## config.mk

```make
export PLATFORM = sky130hd
export DESIGN_NAME = gate_test_sequencer
export DESIGN_NICKNAME = d
export VERILOG_FILES = /design/src/rtl/gate_test_pkg.sv /design/src/rtl/gate_expect_lut.sv /design/src/rtl/gate_test_sequencer.sv
export SDC_FILE = /design/constraint.sdc
export NUM_CORES = 1
export LEC_CHECK = 0
export CAP_MARGIN = 20
export CORE_ASPECT_RATIO = 1.75
export CORE_UTILIZATION = 40
export DETAILED_ROUTE_END_ITERATION = 6
export PLACE_DENSITY = 0.71
export RECOVER_POWER = 25
export SETUP_SLACK_MARGIN = 0.15
export SYNTH_ARGS = -nofsm -noshare
export SYNTH_HDL_FRONTEND = slang
export SYNTH_SLANG_ARGS = --single-unit
```

## constraint.sdc

```tcl
create_clock -name clk -period 2.78 [get_ports clk]
set_input_delay 0.417 -clock clk [delete_from_list [all_inputs] [get_ports clk]]
set_output_delay 0.417 -clock clk [all_outputs]
set_load 0.05 [all_outputs]
```

## src/rtl/gate_test_pkg.sv

```systemverilog
// Shared types and constants for the gate self-test sequencer and its expected-value LUT.
package gate_test_pkg;

  typedef enum logic [1:0] {
    IDLE,
    DRIVE,
    SAMPLE,
    DONE
  } state_t;

  localparam int unsigned AND_IDX   = 0;
  localparam int unsigned OR_IDX    = 1;
  localparam int unsigned NAND_IDX  = 2;
  localparam int unsigned NOR_IDX   = 3;
  localparam int unsigned XOR_IDX   = 4;
  localparam int unsigned XNOR_IDX  = 5;
  localparam int unsigned NUM_GATES = 6;
  localparam int unsigned NUM_VEC   = 4;

endpackage

```

## src/rtl/gate_expect_lut.sv

```systemverilog
// Combinational truth table: 2-bit input vector {a,b} -> expected six gate outputs.
module gate_expect_lut
  import gate_test_pkg::*;
(
  input  logic [1:0]           vec_i,
  output logic [NUM_GATES-1:0] expected_o
);

  logic va;
  logic vb;

  assign va = vec_i[1];
  assign vb = vec_i[0];

  always_comb begin
    expected_o           = '0;
    expected_o[AND_IDX]  = va & vb;
    expected_o[OR_IDX]   = va | vb;
    expected_o[NAND_IDX] = ~(va & vb);
    expected_o[NOR_IDX]  = ~(va | vb);
    expected_o[XOR_IDX]  = va ^ vb;
    expected_o[XNOR_IDX] = ~(va ^ vb);
  end

endmodule

```

## src/rtl/gate_test_sequencer.sv

```systemverilog
// Self-test sequencer for the two-input basic-gates block: drives all four {a,b} vectors,
// checks the six gate outputs after a settle time. Optional macro: GATE_TEST_FIRST_FAIL_EN.
module gate_test_sequencer
  import gate_test_pkg::*;
#(
  parameter int unsigned HOLD_CYCLES = 2,
  parameter int unsigned CNT_W       = 4
) (
  input  logic                 clk,
  input  logic                 rst,
  input  logic                 start,
  output logic                 a,
  output logic                 b,
  input  logic [NUM_GATES-1:0] gate_out,
  output logic                 busy,
  output logic                 done,
  output logic                 pass,
  output logic [NUM_GATES-1:0] err_mask,
  output logic [2:0]           err_count
`ifdef GATE_TEST_FIRST_FAIL_EN
  ,
  output logic [1:0]           first_fail_vec,
  output logic                 first_fail_vld
`endif
);

  localparam logic [CNT_W-1:0] HOLD_LAST = CNT_W'(HOLD_CYCLES - 1);
  localparam logic [1:0]       LAST_VEC  = 2'(NUM_VEC - 1);

  state_t               state_q;
  logic [1:0]           vec_q;
  logic [CNT_W-1:0]     hold_q;
  logic                 a_q;
  logic                 b_q;
  logic                 busy_q;
  logic                 done_q;
  logic                 pass_q;
  logic [NUM_GATES-1:0] err_mask_q;
  logic [2:0]           err_cnt_q;

  logic [NUM_GATES-1:0] expected;
  logic [NUM_GATES-1:0] mismatch;
  logic                 any_mis;
  logic [2:0]           err_cnt_d;
  logic [1:0]           vec_d;

  gate_expect_lut u_lut (
    .vec_i      (vec_q),
    .expected_o (expected)
  );

  always_comb begin
    mismatch  = gate_out ^ expected;
    any_mis   = |mismatch;
    err_cnt_d = err_cnt_q + {2'b00, any_mis};
    vec_d     = vec_q + 2'd1;
  end

`ifdef GATE_TEST_FIRST_FAIL_EN
  logic [1:0] ff_vec_q;
  logic       ff_vld_q;

  always_ff @(posedge clk) begin
    if (rst) begin
      ff_vec_q <= '0;
      ff_vld_q <= 1'b0;
    end else if ((state_q == IDLE || state_q == DONE) && start) begin
      ff_vec_q <= '0;
      ff_vld_q <= 1'b0;
    end else if (state_q == SAMPLE && any_mis && !ff_vld_q) begin
      ff_vec_q <= vec_q;
      ff_vld_q <= 1'b1;
    end
  end

  assign first_fail_vec = ff_vec_q;
  assign first_fail_vld = ff_vld_q;
`endif

  always_ff @(posedge clk) begin
    if (rst) begin
      state_q    <= IDLE;
      vec_q      <= '0;
      hold_q     <= '0;
      a_q        <= 1'b0;
      b_q        <= 1'b0;
      busy_q     <= 1'b0;
      done_q     <= 1'b0;
      pass_q     <= 1'b0;
      err_mask_q <= '0;
      err_cnt_q  <= '0;
    end else begin
      case (state_q)
        IDLE, DONE: begin
          a_q <= 1'b0;
          b_q <= 1'b0;
          if (start) begin
            state_q    <= DRIVE;
            vec_q      <= '0;
            hold_q     <= '0;
            busy_q     <= 1'b1;
            done_q     <= 1'b0;
            pass_q     <= 1'b0;
            err_mask_q <= '0;
            err_cnt_q  <= '0;
          end
        end
        DRIVE: begin
          a_q    <= vec_q[1];
          b_q    <= vec_q[0];
          hold_q <= hold_q + 1'b1;
          if (hold_q == HOLD_LAST) begin
            state_q <= SAMPLE;
          end
        end
        SAMPLE: begin
          err_mask_q <= err_mask_q | mismatch;
          err_cnt_q  <= err_cnt_d;
          if (vec_q == LAST_VEC) begin
            // pass uses the count including this final vector's result
            state_q <= DONE;
            busy_q  <= 1'b0;
            done_q  <= 1'b1;
            pass_q  <= (err_cnt_d == 3'd0);
            a_q     <= 1'b0;
            b_q     <= 1'b0;
          end else begin
            state_q <= DRIVE;
            vec_q   <= vec_d;
            hold_q  <= '0;
            a_q     <= vec_d[1];
            b_q     <= vec_d[0];
          end
        end
        default: begin
          state_q <= IDLE;
        end
      endcase
    end
  end

  assign a         = a_q;
  assign b         = b_q;
  assign busy      = busy_q;
  assign done      = done_q;
  assign pass      = pass_q;
  assign err_mask  = err_mask_q;
  assign err_count = err_cnt_q;

endmodule

```

# Word-level counts from Yosys, hierarchy flattened
# Cells that the tools add are included.
[word_totals]
output_inout_bits = 14
reg_bits = 22
inputBits = 9
wordCells = 66
[op_classes]
mux = 26
reduce_logical = 10
n_eq_ne = 9
n_bitwise = 8
add_sub_neg = 3
[ops]
columns = ["operator", "n"]
rows = [
  ["case mux 4 bit (3 select lines)", 1],
  ["case mux 6 bit (2 select lines)", 1],
  ["two-way mux 2 bit", 5],
  ["two-way mux 4 bit", 2],
  ["inequality test 2 bit (second input constant)", 4],
  ["two-way mux 1 bit", 7],
  ["equality test 2 bit (second input constant)", 3],
  ["two-way mux 6 bit", 1],
  ["bitwise OR 6 bit", 1],
  ["case mux 1 bit (2 select lines)", 3],
  ["case mux 1 bit (3 select lines)", 2],
  ["case mux 2 bit (3 select lines)", 1],
  ["case mux 3 bit (2 select lines)", 1],
  ["AND reduction 2 bit", 3],
  ["AND reduction 3 bit", 2],
  ["OR reduction 6 bit", 1],
  ["XOR 6 bit", 1],
  ["adder 4 x 1 -> 4 bit (second input constant)", 1],
  ["equality test 4 x 1 -> 1 bit (second input constant)", 1],
  ["case mux 2 bit (2 select lines)", 1],
  ["adder 3 x 1 -> 3 bit", 1],
  ["zero test 3 bit", 1],
  ["two-way mux 3 bit", 1],
  ["NOT 1 bit", 3],
  ["8 further kinds", 8],
]

# Longest topological paths before layout
[depth]
ltp_word = 8
ltp_mapped = 10
mapped_depth_nobuf = 10

# Hierarchy
# From an unflattened synthesis, not the netlist that was laid out.
[hier_totals]
cells_unflattened = 141
hier_area_um2 = 1217.4
[by_module_without_submodules]
columns = ["mod", "instances", "seq_area_each_um2", "cells_per_inst", "area_per_inst_um2"]
rows = [
  ["gate_test_sequencer", 1, 440.4, 132, 1148.6],
  ["gate_expect_lut", 1, 0.0, 9, 68.8],
]

# Worst setup path before layout
# OpenSTA, ideal clock, no wires.
[synth_timing]
kind = "flip-flop to flip-flop"
start = "register vec_q[0]"
end = "register pass_q, in the netlist pass"
period_less_slack_ns = 2.297
slack_ns = 0.483
setup_time_ns = 0.096
stages_incl_launch_ff = 10
path_buffers = 0
required_ns = 2.684
arrival_ns = 2.201
path_cell_list = "dfxtp_1 -> inv_1 -> ha_1 -> xnor2_1 -> nor4_1 -> nand2_1 -> ha_1 -> ha_1 -> or3_1 -> o41ai_2"
[synth_via]
elab_chain_len = 8
word_cells_on_any_way = 15
cone_classes = "1 x add/sub; 2 x eq/ne; 2 x mux; 7 x bitwise; 3 x reduce/logical"
[synth_rtl]
columns = ["item", "line_no", "text"]
rows = [
  ["start, declared", "gate_test_sequencer.sv:31", "logic [1:0] vec_q;"],
  ["start signal, assigned", "gate_test_sequencer.sv:129", "vec_q <= vec_d;"],
  ["bitwise AND 1 bit, or another cell as far along", "gate_expect_lut.sv:17, gate_expect_lut.sv:19", ""],
  ["NOT 1 bit (on tied branches)", "gate_expect_lut.sv:19, gate_expect_lut.sv:20, gate_expect_lut.sv:22", ""],
  ["XOR 6 bit", "gate_test_sequencer.sv:53", "mismatch = gate_out ^ expected;"],
  ["OR reduction 6 bit", "gate_test_sequencer.sv:54", "any_mis = |mismatch;"],
  ["adder 3 x 1 -> 3 bit", "gate_test_sequencer.sv:55", "err_cnt_d = err_cnt_q + {2'b00, any_mis};"],
  ["zero test 3 bit", "gate_test_sequencer.sv:124", "pass_q <= (err_cnt_d == 3'd0);"],
  ["two-way mux 1 bit", "gate_test_sequencer.sv:119", "if (vec_q == LAST_VEC) begin"],
  ["case mux 1 bit (2 select lines)", "gate_test_sequencer.sv:93", "case (state_q)"],
  ["end signal, assigned", "gate_test_sequencer.sv:124", ""],
  ["end, declared", "gate_test_sequencer.sv:37", "logic pass_q;"],
]
# Parallel ways exist; a longest one is shown, timed or not. The select of a mux whose other input is x is not followed.
# A chain may end at the register's enable or synchronous reset.

# Worst setup path in the final report
# Ends and elaborated chain as after synthesis.

==> metrics <==
Switch Pwr 0.000405 W; Ant. Diodes 0; net count reported at finish 174; violated checks DRC; Fillers 286; hold-critical path depth 2; Hold EP err_mask[3]; CTS max path bufs 2; post-synthesis sequential area ratio 0.363; Max Clock Skew 0.00452 ns; # clock sinks 22; # DRC 5; fmax 420 MHz; largest net degree at the start of global routing 23; Die ar. 3260 sq um; Mapped Avg Cell Area 8.98 sq um; Final Hold Violating Endpoints 0; GRT busiest layer met2; first-pass detailed-route iteration total 7; R2R setup slack 0.40 ns; Die W 43.6 microns; Flop pwr share 0.367; port bufs 22; core area 2900 sq um; FF-to-FF Start vec_q[0]; total internal power 0.000634 W; Ys Warns 0; number of synthesized flops with an enable pin 0; Synth cell types 40; clk_lat worst skew 0.26 ns; CTS H-Tree Depth 1; arrival time worst endpoint 2.55 ns; RSZ-0062 raised after global routing false; hold-fix buffers at CTS 0; Die Y 74.8 microns; final period utilization 0.856; Hold Path Class reg -> reg; CTS Root Cell clkbuf_8; Fin Hold WS 0.475 ns; synthesized net count 153; RePlAce Congestion 0.732; synthesized flop and latch total 22; Relative slew margins 0.664; grt met2 use 0.337; setup violators final 0; VDD IR-drop max 0.439 mV; wire per inst 14.5 microns; worst r2r path cells 9; fraction of layout cells with a size suffix above 1 0.0839; Slew Limit Fails 0; status finished, violations left; Vias 1024; crit path launch vec_q[0]; CTS tree yes; post-synth top area share 0.363; post-DP HPWL 2000 microns; I/O pins 23; grt met3 use 0.0216; crit path time final 2.38 ns; # Post-CTS Setup Buffers 0; WL final 2650 microns; largest area contributor in the netlist dfxtp_1; initial antenna violation count 0; Crit. End Element flop; via-per-instance ratio 5.60; TritonCTS buffer count 3; P_leak 0.565 nW; Net Sw Frac 0.390; Starting Density 0.419; CP Class reg -> reg; cell area after synthesis 1210 sq um; first-pass GRT wire length 4280 microns; R2R Path End pass; PD cells 697 nW/um^2; met1 usage 0.187; GRT Overall Usage 0.173; Critical Path RT 2.95 ns; Hold Crit Start err_mask[3]; CP max FO 4; Combinational Power Share 0.407; Syn-to-layout area delta 23.0%; Worst-Margin Slew 0.503 ns; GRT overflow 0; num rows 26; Routed Antenna Nets 0; vias in the first global route 987; Post-synth ARST share 0; setup_tns 0 ns; ranking of synthesized cells by area dfxtp_1 (36%), ha_1 (9.3%), a21oi_1 (5.4%); CTS clk-pin slew, worst paths 0.09 ns; Clk pwr share 0.226; drt initial violations 26; maxcap violations 0; Worst Setup Start Kind flop; Post-synth top flop dfxtp_1; synthesized instance count 135
==> critical path, cell delays in order (launching register included) <==
cell and delay [ns]:
dfxtp_1 0.34, inv_1 0.15, ha_2 0.34, xnor2_1 0.17, nor4_2 0.17, nand2_1 0.10, ha_1 0.19, ha_1 0.28
or3_1 0.38, o41ai_2 0.19
==> cell usage after synthesis, types with 3 or more instances <==
library cell,number
a21oi_1,13
and2_1,3
buf_2,3
clkbuf_1,3
dfxtp_1,22
ha_1,9
inv_1,6
nand2_1,4
nand2b_1,3
nand4b_1,4
nor2_1,14
nor2b_1,6
o21ai_1,6
xnor2_1,3
xor2_1,3
==> layout make-up <==
class | count | area (sq um) | area share
multi-input cells | 99 | 702 | 0.471
flip-flops and latches | 22 | 442 | 0.296
repair buffers | 24 | 235 | 0.158
clock buffers | 4 | 55.1 | 0.0369
well taps | 28 | 35.0 | 0.0235
inverters | 6 | 22.5 | 0.0151
==> how the worst max path moves through the flow <==
stage	slack, ns	end	depth (start not counted)
floorplan	0.48	pass	9
global placement	0.23	pass	8
detailed placement	0.19	pass	9
CTS	0.17	pass	9
global route	0.22	pass	9
finish	0.40	pass	9
==> repair_timing <==
item                                   in CTS  in global routing
setup endpoints to repair                   0                  1
resized for setup                           0                  3
endpoints found under the hold margin       0                  0
==> registers in the layout, summed over array words and instances (netlist names) <==
register,flops
done,1
vec_q,2
busy,1
state_q,2
b,1
a,1
hold_q,4
pass,1
err_mask,6
err_count,3
==> per-stage QoR <==
stage	instance area (sq um)	total power, W	utilization	std cells	setup WS [ns]
after floorplan	1210	0.000736	-	135	0.483
after global placement	1430	0.000813	0.495	179	0.235
after CTS	1490	0.00105	0.514	183	0.173
after detailed placement	1430	0.000823	0.495	179	0.190
after global routing	1490	0.00110	0.515	183	0.224
final	1490	0.00104	0.515	183	0.401
==> kinds of logic after synthesis <==
kind of cell               after synthesis  synth area share
and+or+nand+nor                         48             0.222
AOI/OAI and AO/OA                       32             0.182
DFF                                     22             0.363
buffers and inverters                   14            0.0588
adders and majority gates                9            0.0929
xor gates and xnor gates                 6            0.0434
muxes                                    4            0.0382
==> power by group through the flow <==
| stage | Combinational (W) | Sequential (W) | Clock (W) |
|---|---|---|---|
| 5_1_grt | 0.000465 | 0.000386 | 0.000248 |
| 3_5_place_dp | 0.000435 | 0.000389 | 0 |
| 6_report | 0.000423 | 0.000382 | 0.000235 |
| 3_3_place_gp | 0.000427 | 0.000387 | 0 |
| 2_1_floorplan | 0.000262 | 0.000474 | 0 |
| 4_1_cts | 0.000436 | 0.000382 | 0.000237 |
==> per-layer routing <==
metal | vias up | wire length, microns
met2 | 21 | 1490
met1 | 483 | 1050
li1 | 516 | -
met4 | 0 | 29
met5 | - | 0
met3 | 4 | 78
==> cells in the final DEF (no fill, tap or decap), drive strengths merged, types with 3 or more instances in the layout <==
cell	synthesis	layout
nor2	14	14
dfxtp	22	22
nand2b	3	3
clkdlybuf4s50	0	22
ha	9	9
inv	6	6
o21ai	7	7
a21oi	14	14
nand4b	4	4
and2	3	3
nor2b	6	6
nand2	4	4
xnor2	3	3
xor2	3	3
clkbuf	3	4
Power figures use the tool's default switching activity.
